**src/rtl/alu_ctrl_seq_pkg.sv**
```systemverilog
// Shared ALU control encodings: control codes, ALUOp values, sequencer states, decode result.
// Latency: n/a (definitions only).
// Backpressure: n/a.
package alu_ctrl_seq_pkg;

    localparam int CODE_W = 5;
    typedef logic [CODE_W-1:0] code_t;

    // ALU / MDU control codes
    localparam code_t ALU_ADD     = 5'd0;
    localparam code_t ALU_SUB     = 5'd1;
    localparam code_t ALU_AND     = 5'd2;
    localparam code_t ALU_OR      = 5'd3;
    localparam code_t ALU_XOR     = 5'd4;
    localparam code_t ALU_SLT     = 5'd5;
    localparam code_t ALU_SLTU    = 5'd6;
    localparam code_t ALU_SLL     = 5'd7;
    localparam code_t ALU_AUIPC   = 5'd8;
    localparam code_t ALU_LUI     = 5'd9;
    localparam code_t ALU_SRL     = 5'd10;
    localparam code_t ALU_SRA     = 5'd11;
    localparam code_t ALU_MUL     = 5'd16;
    localparam code_t ALU_MULH    = 5'd17;
    localparam code_t ALU_MULHSU  = 5'd18;
    localparam code_t ALU_MULHU   = 5'd19;
    localparam code_t ALU_DIV     = 5'd20;
    localparam code_t ALU_DIVU    = 5'd21;
    localparam code_t ALU_REM     = 5'd22;
    localparam code_t ALU_REMU    = 5'd23;
    localparam code_t ALU_ILLEGAL = 5'd31;

    // ALUOp encodings from the main decoder
    localparam logic [1:0] ALUOP_ADD   = 2'b00;
    localparam logic [1:0] ALUOP_SUB   = 2'b01;
    localparam logic [1:0] ALUOP_FUNCT = 2'b10;
    localparam logic [1:0] ALUOP_UTYPE = 2'b11;

    // Sequencer states
    typedef enum logic {
        ST_IDLE = 1'b0,
        ST_BUSY = 1'b1
    } state_t;

    // Decoder result: code plus multi-cycle classification
    typedef struct packed {
        code_t code;
        logic  is_multi;
        logic  is_div;
    } dec_t;

endpackage

```
**src/rtl/alu_ctrl_seq_decode.sv**
```systemverilog
// Combinational decode of ALUOp/funct fields into an ALU control code and MDU class.
// Latency: 0 cycles (pure combinational).
// Backpressure: none; consumer samples the result when it accepts the instruction.
module alu_ctrl_decode
    import alu_ctrl_seq_pkg::*;
#(
    parameter bit EN_M = 1'b1
) (
    input  logic [1:0] alu_op_i,
    input  logic [2:0] funct3_i,
    input  logic       funct7b5_i,
    input  logic       funct7b0_i,
    input  logic       opb5_i,
    output dec_t       dec_o
);

    // Field decode; anything not matched falls through to ILLEGAL
    always_comb begin
        dec_o.code     = ALU_ILLEGAL;
        dec_o.is_multi = 1'b0;
        dec_o.is_div   = 1'b0;
        case (alu_op_i)
            ALUOP_ADD: dec_o.code = ALU_ADD;
            ALUOP_SUB: dec_o.code = ALU_SUB;
            ALUOP_FUNCT: begin
                if (opb5_i && funct7b0_i) begin
                    // R-type with funct7[0] set is the M extension; illegal when not built in
                    if (EN_M) begin
                        dec_o.is_multi = 1'b1;
                        dec_o.is_div   = funct3_i[2];
                        case (funct3_i)
                            3'b000:  dec_o.code = ALU_MUL;
                            3'b001:  dec_o.code = ALU_MULH;
                            3'b010:  dec_o.code = ALU_MULHSU;
                            3'b011:  dec_o.code = ALU_MULHU;
                            3'b100:  dec_o.code = ALU_DIV;
                            3'b101:  dec_o.code = ALU_DIVU;
                            3'b110:  dec_o.code = ALU_REM;
                            default: dec_o.code = ALU_REMU;
                        endcase
                    end
                end else begin
                    case (funct3_i)
                        // instr[30] only means SUB for register-register adds
                        3'b000:  dec_o.code = (opb5_i && funct7b5_i) ? ALU_SUB : ALU_ADD;
                        3'b001:  dec_o.code = ALU_SLL;
                        3'b010:  dec_o.code = ALU_SLT;
                        3'b011:  dec_o.code = ALU_SLTU;
                        3'b100:  dec_o.code = ALU_XOR;
                        3'b101:  dec_o.code = funct7b5_i ? ALU_SRA : ALU_SRL;
                        3'b110:  dec_o.code = ALU_OR;
                        default: dec_o.code = ALU_AND;
                    endcase
                end
            end
            default: begin
                if (funct3_i == 3'b000) begin
                    dec_o.code = ALU_AUIPC;
                end else if (funct3_i == 3'b001) begin
                    dec_o.code = ALU_LUI;
                end
            end
        endcase
    end

endmodule

```
**src/rtl/alu_ctrl_seq.sv**
```systemverilog
// Registered ALU control unit with MUL/DIV sequencer: decodes fields, starts MDU, holds pipe.
// Latency: 1 cycle for single-cycle ops; MUL_LAT / DIV_LAT cycles accept-to-done for MDU ops.
// Backpressure: combinational stall holds upstream while an MDU op is in flight; flush aborts it.
module alu_ctrl_seq
    import alu_ctrl_seq_pkg::*;
#(
    parameter int CTRL_W  = 5,
    parameter bit EN_M    = 1'b1,
    parameter int MUL_LAT = 2,
    parameter int DIV_LAT = 33,
    parameter int CNT_W   = 6
) (
    input  logic              clk,
    input  logic              reset_n,
    input  logic              in_valid,
    input  logic              flush,
    input  logic [1:0]        alu_op,
    input  logic [2:0]        funct3,
    input  logic              funct7b5,
    input  logic              funct7b0,
    input  logic              opb5,
    output logic [CTRL_W-1:0] alu_ctrl,
    output logic              ctrl_valid,
    output logic              mdu_start,
    output logic              stall,
    output logic              done,
    output logic              illegal
);

    dec_t              dec;
    state_t            state_q;
    logic [CNT_W-1:0]  cnt_q;
    logic [CNT_W-1:0]  cnt_d;
    logic [CTRL_W-1:0] alu_ctrl_q;
    logic [CTRL_W-1:0] alu_ctrl_d;
    logic              ctrl_valid_q;
    logic              mdu_start_q;
    logic              illegal_q;
    logic              accept;
    logic              busy;

    alu_ctrl_decode #(
        .EN_M (EN_M)
    ) u_decode (
        .alu_op_i   (alu_op),
        .funct3_i   (funct3),
        .funct7b5_i (funct7b5),
        .funct7b0_i (funct7b0),
        .opb5_i     (opb5),
        .dec_o      (dec)
    );

    assign busy       = (state_q == ST_BUSY);
    // A flush in IDLE kills the instruction presented in the same cycle
    assign accept     = (state_q == ST_IDLE) && in_valid && !flush;
    assign alu_ctrl_d = CTRL_W'(dec.code);
    // Counter load: remaining BUSY cycles after the start cycle
    assign cnt_d      = dec.is_div ? CNT_W'(DIV_LAT - 1) : CNT_W'(MUL_LAT - 1);

    // Sequencer FSM with registered control outputs
    always_ff @(posedge clk) begin
        if (!reset_n) begin
            state_q      <= ST_IDLE;
            cnt_q        <= '0;
            alu_ctrl_q   <= '0;
            ctrl_valid_q <= 1'b0;
            mdu_start_q  <= 1'b0;
            illegal_q    <= 1'b0;
        end else begin
            mdu_start_q <= 1'b0;
            illegal_q   <= 1'b0;
            case (state_q)
                ST_IDLE: begin
                    ctrl_valid_q <= 1'b0;
                    if (accept) begin
                        alu_ctrl_q   <= alu_ctrl_d;
                        ctrl_valid_q <= 1'b1;
                        illegal_q    <= (dec.code == ALU_ILLEGAL);
                        if (dec.is_multi) begin
                            state_q     <= ST_BUSY;
                            cnt_q       <= cnt_d;
                            mdu_start_q <= 1'b1;
                        end
                    end
                end
                default: begin
                    // in_valid is ignored here, including the done cycle
                    if (flush || cnt_q == '0) begin
                        state_q      <= ST_IDLE;
                        cnt_q        <= '0;
                        ctrl_valid_q <= 1'b0;
                    end else begin
                        cnt_q <= cnt_q - 1'b1;
                    end
                end
            endcase
        end
    end

    // Done/stall/valid are qualified by flush in the same cycle so an aborted op never completes
    always_comb begin
        stall = (accept && dec.is_multi) || (busy && (cnt_q != '0) && !flush);
        done  = busy && (cnt_q == '0) && !flush;
    end

    assign alu_ctrl   = alu_ctrl_q;
    assign ctrl_valid = ctrl_valid_q && !(busy && flush);
    assign mdu_start  = mdu_start_q;
    assign illegal    = illegal_q;

endmodule
```
**config.mk**
```make
export PLATFORM = sky130hd
export DESIGN_NAME = alu_ctrl_seq
export DESIGN_NICKNAME = d
export VERILOG_FILES = /design/src/rtl/alu_ctrl_seq_pkg.sv /design/src/rtl/alu_ctrl_seq_decode.sv /design/src/rtl/alu_ctrl_seq.sv
export SDC_FILE = /design/constraint.sdc
export NUM_CORES = 1
export LEC_CHECK = 0
export BUFFER_PORTS_ARGS = -buffer_cell sky130_fd_sc_hd__buf_4
export CELL_PAD_IN_SITES_DETAIL_PLACEMENT = 0
export CELL_PAD_IN_SITES_GLOBAL_PLACEMENT = 1
export CORE_MARGIN = 1.5
export CORE_UTILIZATION = 37
export DETAILED_ROUTE_END_ITERATION = 8
export GPL_TIMING_DRIVEN = 0
export PLACE_DENSITY_LB_ADDON = 0.1
export REMOVE_ABC_BUFFERS = 1
export SETUP_SLACK_MARGIN = 0.5
export SLEW_MARGIN = 20
export SYNTH_ARGS = -nofsm -noshare
export SYNTH_HDL_FRONTEND = slang
export SYNTH_SLANG_ARGS = --single-unit
```
**constraint.sdc**
```tcl
create_clock -name clk -period 2.1 [get_ports clk]
set_clock_uncertainty 0.15 [all_clocks]
set_input_delay 0 -clock clk [delete_from_list [all_inputs] [get_ports clk]]
set_output_delay 0 -clock clk [all_outputs]
set_load 0.005 [all_outputs]
```
==> results of run 1 <==
## repair_timing
item / CTS / global route
pin swaps: 4 / 2
endpoints found under the setup margin: 15 / 3
hold buffers: 11 / 0
gates cloned: 0 / 0
gates resized for setup: 14 / 6
setup buffers: 7 / 2
endpoints found under the hold margin: 15 / 0
## kinds of logic (layout without fill, tap and decap cells)
logic type / count (synthesis) / in the layout / synth area share
flops: 15 / 15 / 0.3409
simple gates: 42 / 42 / 0.2770
compound gates: 38 / 38 / 0.2912
mux: 1 / 1 / 0.01278
fa+ha+maj: 2 / 2 / 0.02840
buf+inv: 11 / 51 / 0.04971
## path summary, 6_finish.rpt
check	slack, ns	from	end
max	0.51	alu_op[0]	stall
min	0.07	opb5	alu_ctrl[0]
min reg2reg	0.32	alu_ctrl[1]	alu_ctrl[1]
max reg2reg	0.55	cnt_q[3]	cnt_q[5]
## layout by cell type (no fill, tap or decap), types with 2 or more instances in the layout
| cell | instances |
|---|---|
| a21oi_1 | 8 |
| a31oi_1 | 4 |
| buf_4 | 30 |
| clkbuf_4 | 3 |
| dfxtp_1 | 12 |
| dfxtp_2 | 2 |
| dlygate4sd3_1 | 10 |
| inv_1 | 4 |
| inv_4 | 2 |
| nand2_1 | 9 |
| nand2b_1 | 3 |
| nand3_1 | 2 |
| nor2_1 | 6 |
| nor2b_1 | 4 |
| nor4_1 | 2 |
| o211ai_1 | 4 |
| o21ai_0 | 8 |
| o31a_1 | 3 |
## registers in the layout (all words and copies together), names as in the netlist
signal	count
cnt_q	6
illegal	1
busy	1
ctrl_valid_q	1
mdu_start	1
alu_ctrl	5
## synth_stat cells, types with 2 or more instances
library cell and number:
nand2b_1 3, nand3_1 2, dfxtp_1 15, clkbuf_1 3
inv_1 6, nand2_1 9, buf_2 2, a31oi_1 4
nor2b_1 5, o31a_1 3, o211ai_1 4, nor4_1 2
o21ai_0 8, ha_1 2, nor3_1 2, a21oi_1 8
nor2_1 7
## metal layers
metal / GRT usage / up-vias / wire length, microns
li1: - / 487 / -
met1: 0.2778 / 442 / 1133
met2: 0.2799 / 27 / 1035
met3: 0.02586 / 2 / 117
met4: 0.06579 / 0 / 17
met5: 0 / - / 0
## through the flow
step / setup slack, ns / utilization
floorplan: 0.4243 / -
global placement: 0.1596 / 0.4711
detailed placement: 0.1083 / 0.4711
CTS: 0.5021 / 0.5776
global route: 0.4579 / 0.5927
finish: 0.5112 / 0.5927
## final cells by class
cell class,instances,area share
flip-flops and latches,15,0.2316
clock buffers,3,0.01701
repair buffers,41,0.2552
multi-input cells,83,0.4452
inverters,6,0.02079
well taps,28,0.02647
clock inverters,1,0.003781
## worst max-delay path, delay by kind of cell
family	cells	cell delay, ns
buf+inv	3	0.84
simple gates	3	0.59
## power groups by stage
stage | logic (mW) | registers, mW | clock network [mW]
floorplan | 0.0381 | 0.301 | 0
global placement | 0.0853 | 0.301 | 0
detailed placement | 0.0864 | 0.301 | 0
CTS | 0.108 | 0.294 | 0.181
global route | 0.122 | 0.294 | 0.193
finish | 0.111 | 0.294 | 0.173
==> impl_metrics.json, run 1 <==
{
  "setup_tns_ns": 0,
  "drv_cap": 0,
  "cts_buffer_depth": 2,
  "drt_wl_total_mm": 2.303,
  "antenna_found_initial": 0,
  "die_w_microns": 51.79,
  "fmaxAchievable_ghz": 0.6294,
  "relSlewSlack": 0.6403,
  "final_cell_area_sq_um": 1324,
  "min_period_over_period": 0.7566,
  "yosysWarnings": 0,
  "cts_tree": "built",
  "worst_setup_path_end_kind": "primary output",
  "comb_power_share": 0.192,
  "final_nets": 164,
  "seqPwrFrac": 0.509,
  "antenna_left": 0,
  "dieArea_sq_um": 2682,
  "area_growth_pct": 50.28,
  "internal_power_mw": 0.4210,
  "dr.pass1.iters": 4,
  "core.rowCount": 17,
  "powerDensity_nw_per_um2": 436.0,
  "grt_pass1_vias": 836,
  "crit_fanout": 11,
  "coreArea_sq_um": 2233,
  "cp-start-kind": "input pin",
  "switching_power_mw": 0.1561,
  "synth-main-ff-cell": "dfxtp_1",
  "cts_htree_levels": 1,
  "wl_per_cell_microns": 13.01,
  "synth_edf_count": 0,
  "async_flop_share": 0,
  "stdcell_count": 177,
  "pin_count": 22,
  "period_minus_slack_ns": 1.589,
  "hold_viol": 0,
  "grt-ovfl-total": 0,
  "hold_ws_ns": 0.06930,
  "yosys-top-cells-area": "dfxtp_1 (34%), a21oi_1 (4.5%), o21ai_0 (4.5%), nand2_1 (3.8%), nor2b_1 (3.6%)",
  "seq_area_frac_synth": 0.3409,
  "clk_pin_slew_ns": 0.10,
  "nFillCells": 223,
  "drc_errors": 0,
  "cpMostUsedCell": "buf_4",
  "status": "finished, final reports clean",
  "hold_class": "in2reg",
  "leakage_nw": 0.5575,
  "die_h_microns": 51.79,
  "slowest_delay_ns": 0.54,
  "dp_hpwl_mm": 1.458,
  "ys_ff_latch": 15,
  "p_sw_frac": 0.2705,
  "critical-path-slowest-cell": "dlygate4sd3_1",
  "synth_cell_types": 41,
  "place_area_sq_um": 1052,
  "required_ns": 1.95,
  "cp_cell_sequence": "dlygate4sd3_1, buf_4, and4b_4, and2_4, or2_1, buf_4",
  "syn_area_per_cell_sq_um": 8.081,
  "grt_usage": 0.1886,
  "antenna_cells": 0,
  "drive_above_1_share": 0.3423,
  "dp.cells": 153,
  "grt_pass1_wl_mm": 3.753,
  "synth_top_cell_area_share": 0.3409,
  "critPathKind": "in2out",
  "ir_drop_mv": 0.3009,
  "syn_area_sq_um": 880.8,
  "multi_input_area_sq_um": 589.3,
  "numCtsBuffers": 3,
  "cts.sinks": 15,
  "viasPerCell": 5.412,
  "slew_viol_final": 0,
  "clkPwrFrac": 0.299,
  "setup_viol": 0,
  "start_util": 0.3944,
  "postSynthCellCount": 109,
  "tightestPinTransition_ns": 0.5363,
  "io_buffer_count": 21,
  "worst-r2r-cell-count": 4,
  "drt-initial-drc-count": 18,
  "gp_congestion": 0.7704,
  "p_total_mw": 0.5771,
  "routed-via-count": 958,
  "clkLatencyLatePin_ns": 0.28,
  "grt_max_degree": 15,
  "critPathArrivalTime_ns": 1.44,
  "root_buffer": "clkbuf_4",
  "seq_area_sq_um": 306.5,
  "rsz0062_at_grt": "yes",
  "whs_path_depth": 5,
  "synth_largest_area_cell": "dfxtp_1"
}
Power figures use the tool's default switching activity.
==> run 2: changes to the inputs <==
--- a/config.mk
+++ b/config.mk
@@ -9,7 +9,7 @@
 export CELL_PAD_IN_SITES_DETAIL_PLACEMENT = 0
 export CELL_PAD_IN_SITES_GLOBAL_PLACEMENT = 1
 export CORE_MARGIN = 1.5
-export CORE_UTILIZATION = 37
+export CORE_UTILIZATION = 33
 export DETAILED_ROUTE_END_ITERATION = 8
 export GPL_TIMING_DRIVEN = 0
 export PLACE_DENSITY_LB_ADDON = 0.1
==> constraint.sdc (replaced) <==
create_clock -name clk -period 1.4 [get_ports clk]
set_clock_uncertainty 0.15 [all_clocks]
set_input_delay 0 -clock clk [delete_from_list [all_inputs] [get_ports clk]]
set_output_delay 0 -clock clk [all_outputs]
set_load 0.005 [all_outputs]
==> run 2 against run 1 <==
The run now ends with hold timing, setup timing left. Clock-buffer cell count increased by 1. Total power increased by 53%. Sequential cell count unchanged. Sequential share of layout area decreased by 0.45 points. Critical endpoint is now cnt_q[1]. Largest cell class unchanged.
==> impl_metrics.json, run 2 (synthesis gave the netlist of run 1 again) <==
{
  "drt-initial-drc-count": 6,
  "largest_reg_flops": 6,
  "hold_viol": 14,
  "die_h_microns": 54.67,
  "pin_count": 22,
  "dp.cells": 155,
  "cts_htree_levels": 1,
  "status": "finished, violations left",
  "drt_wl_total_mm": 2.569,
  "layout_commonest_cell": "buf_4",
  "relSlewSlack": 0.7966,
  "hold_class": "in2reg",
  "drc_errors": 0,
  "io_buffer_count": 21,
  "cts_tree": "built",
  "antenna_cells": 0,
  "cts_buffer_depth": 2,
  "seqPwrFrac": 0.496,
  "start_util": 0.3524,
  "root_buffer": "clkbuf_4",
  "final_nets": 168,
  "use_met2": 0.3016,
  "rrSetupSlack_ns": -0.20,
  "worstHoldStart": "alu_op[1]",
  "worst_setup_path_end_kind": "flip-flop",
  "use_met1": 0.2554,
  "pre_cts_slack_ns": -0.5651,
  "drive_above_1_share": 0.5425,
  "viasPerCell": 5.224,
  "final_cell_mix": "buf_4 (31), buf_6 (14), nand2_1 (8), dfxtp_2 (8)",
  "violations": "hold timing, setup timing",
  "routed-via-count": 956,
  "dieArea_sq_um": 2988,
  "internal_power_mw": 0.6389,
  "stdcell_count": 183,
  "cp-start-kind": "flip-flop",
  "final_cell_area_sq_um": 1433,
  "min_period_over_period": 1.143,
  "worst_r2r_endpoint": "cnt_q[1]",
  "fin_util": 0.5731,
  "top_register": "cnt_q",
  "powerDensity_nw_per_um2": 616.6,
  "clk_pin_slew_ns": 0.10,
  "grt_usage": 0.1926,
  "cts.sinks": 15,
  "hold_ws_ns": -0.1263,
  "grt-ovfl-total": 0,
  "die_w_microns": 54.67,
  "leakage_nw": 0.6153,
  "critPathKind": "reg2reg",
  "coreArea_sq_um": 2500,
  "nFillCells": 219,
  "period_minus_slack_ns": 1.601,
  "switching_power_mw": 0.2445,
  "clkPwrFrac": 0.298,
  "dp_hpwl_mm": 1.466,
  "whs_endpoint": "alu_ctrl[1]",
  "slew_viol_final": 0,
  "wl_per_cell_microns": 14.04,
  "worstReg2RegStart": "cnt_q[1]",
  "grt_use_met3": 0.03005,
  "clkLatencyLatePin_ns": 0.29,
  "fmaxAchievable_ghz": 0.6247,
  "antenna_found_initial": 0,
  "worst-r2r-cell-count": 8,
  "whs_path_depth": 3,
  "core.rowCount": 18,
  "antenna_left": 0,
  "gp_congestion": 0.7277,
  "rsz0062_at_grt": "yes",
  "grt_pass1_vias": 871,
  "setup_ws_ns": -0.2008,
  "p_sw_frac": 0.2768,
  "grt_pass1_wl_mm": 4.022,
  "grt_max_degree": 15,
  "tightestPinTransition_ns": 0.3046,
  "numCtsBuffers": 3,
  "busiest_layer": "met2",
  "critPathArrivalTime_ns": 1.64,
  "ir_drop_mv": 0.4455,
  "setup_viol": 11,
  "crit_fanout": 8,
  "comb_power_share": 0.207,
  "required_ns": 1.44,
  "place_area_sq_um": 1055,
  "dr.pass1.iters": 4,
  "area_growth_pct": 62.64,
  "drv_cap": 0
}
[run 2: cell count changes in the layout (fill, tap and decap cells not counted), sizes merged]
cell          previous run  this run
buf                     30        45
dlymetal6s4s             1         0
clkinv                   1         0
dlygate4sd3             10         0
clkbuf                   3         4
[run 2: through the flow]
step                      hold WS (ns)  setup TNS, ns  total power [mW]
after floorplan               -0.07399        -0.9887            0.5091
after global placement          0.1662         -5.363            0.5801
after detailed placement        0.1655         -5.169            0.5817
after CTS                      -0.1280        -0.6123            0.8570
after global routing           -0.1233         -1.838            0.9282
final                          -0.1263         -1.053            0.8834
[run 2: cell type report]
type                    instances  area, sq um  area share
clock buffers                   4        26.28     0.01834
inverters                       6        27.53     0.01921
multi-input cells              83        625.6      0.4367
flip-flops and latches         15        325.3      0.2271
well taps                      30        37.54     0.02620
repair buffers                 45        390.4      0.2725
[run 2: how the worst max path moves through the flow]
stage / startpoint / endpoint / cells past startpoint
after global placement: busy / cnt_q[0] / 4
after detailed placement: busy / cnt_q[0] / 4
after CTS: cnt_q[1] / stall / 6
final: cnt_q[1] / cnt_q[1] / 8
after floorplan: busy / cnt_q[0] / 4
after global routing: cnt_q[0] / stall / 6
[run 2: power groups by stage]
stage               sequential, mW  clock [mW]  combinational [mW]
global route                 0.440       0.288               0.200
global placement             0.451           0               0.129
finish                       0.438       0.263               0.182
CTS                          0.437       0.262               0.158
detailed placement           0.452           0               0.130
floorplan                    0.452           0              0.0571
[run 2: metal layers]
layer | part of all wire | vias up
met4 | 0.018 | 0
met3 | 0.033 | 4
met2 | 0.48 | 19
met1 | 0.47 | 445
li1 | - | 488
met5 | 0 | -
[run 2: repair_timing]
| item | in CTS | in global routing |
|---|---|---|
| cloned | 0 | 0 |
| gates resized for setup | 38 | 19 |
| pin swaps | 14 | 7 |
| setup endpoints to repair | 18 | 25 |
| endpoints found under the hold margin | 14 | 14 |
| setup buffers | 14 | 10 |
[run 2: critical path, cell delays in order, from the launching register on]
cell and delay [ns]:
dfxtp_2 0.35, inv_4 0.07, ha_4 0.13, nor2b_4 0.16, a21oi_4 0.07, buf_4 0.14
buf_6 0.13, nor2b_1 0.13, o21a_1 0.17
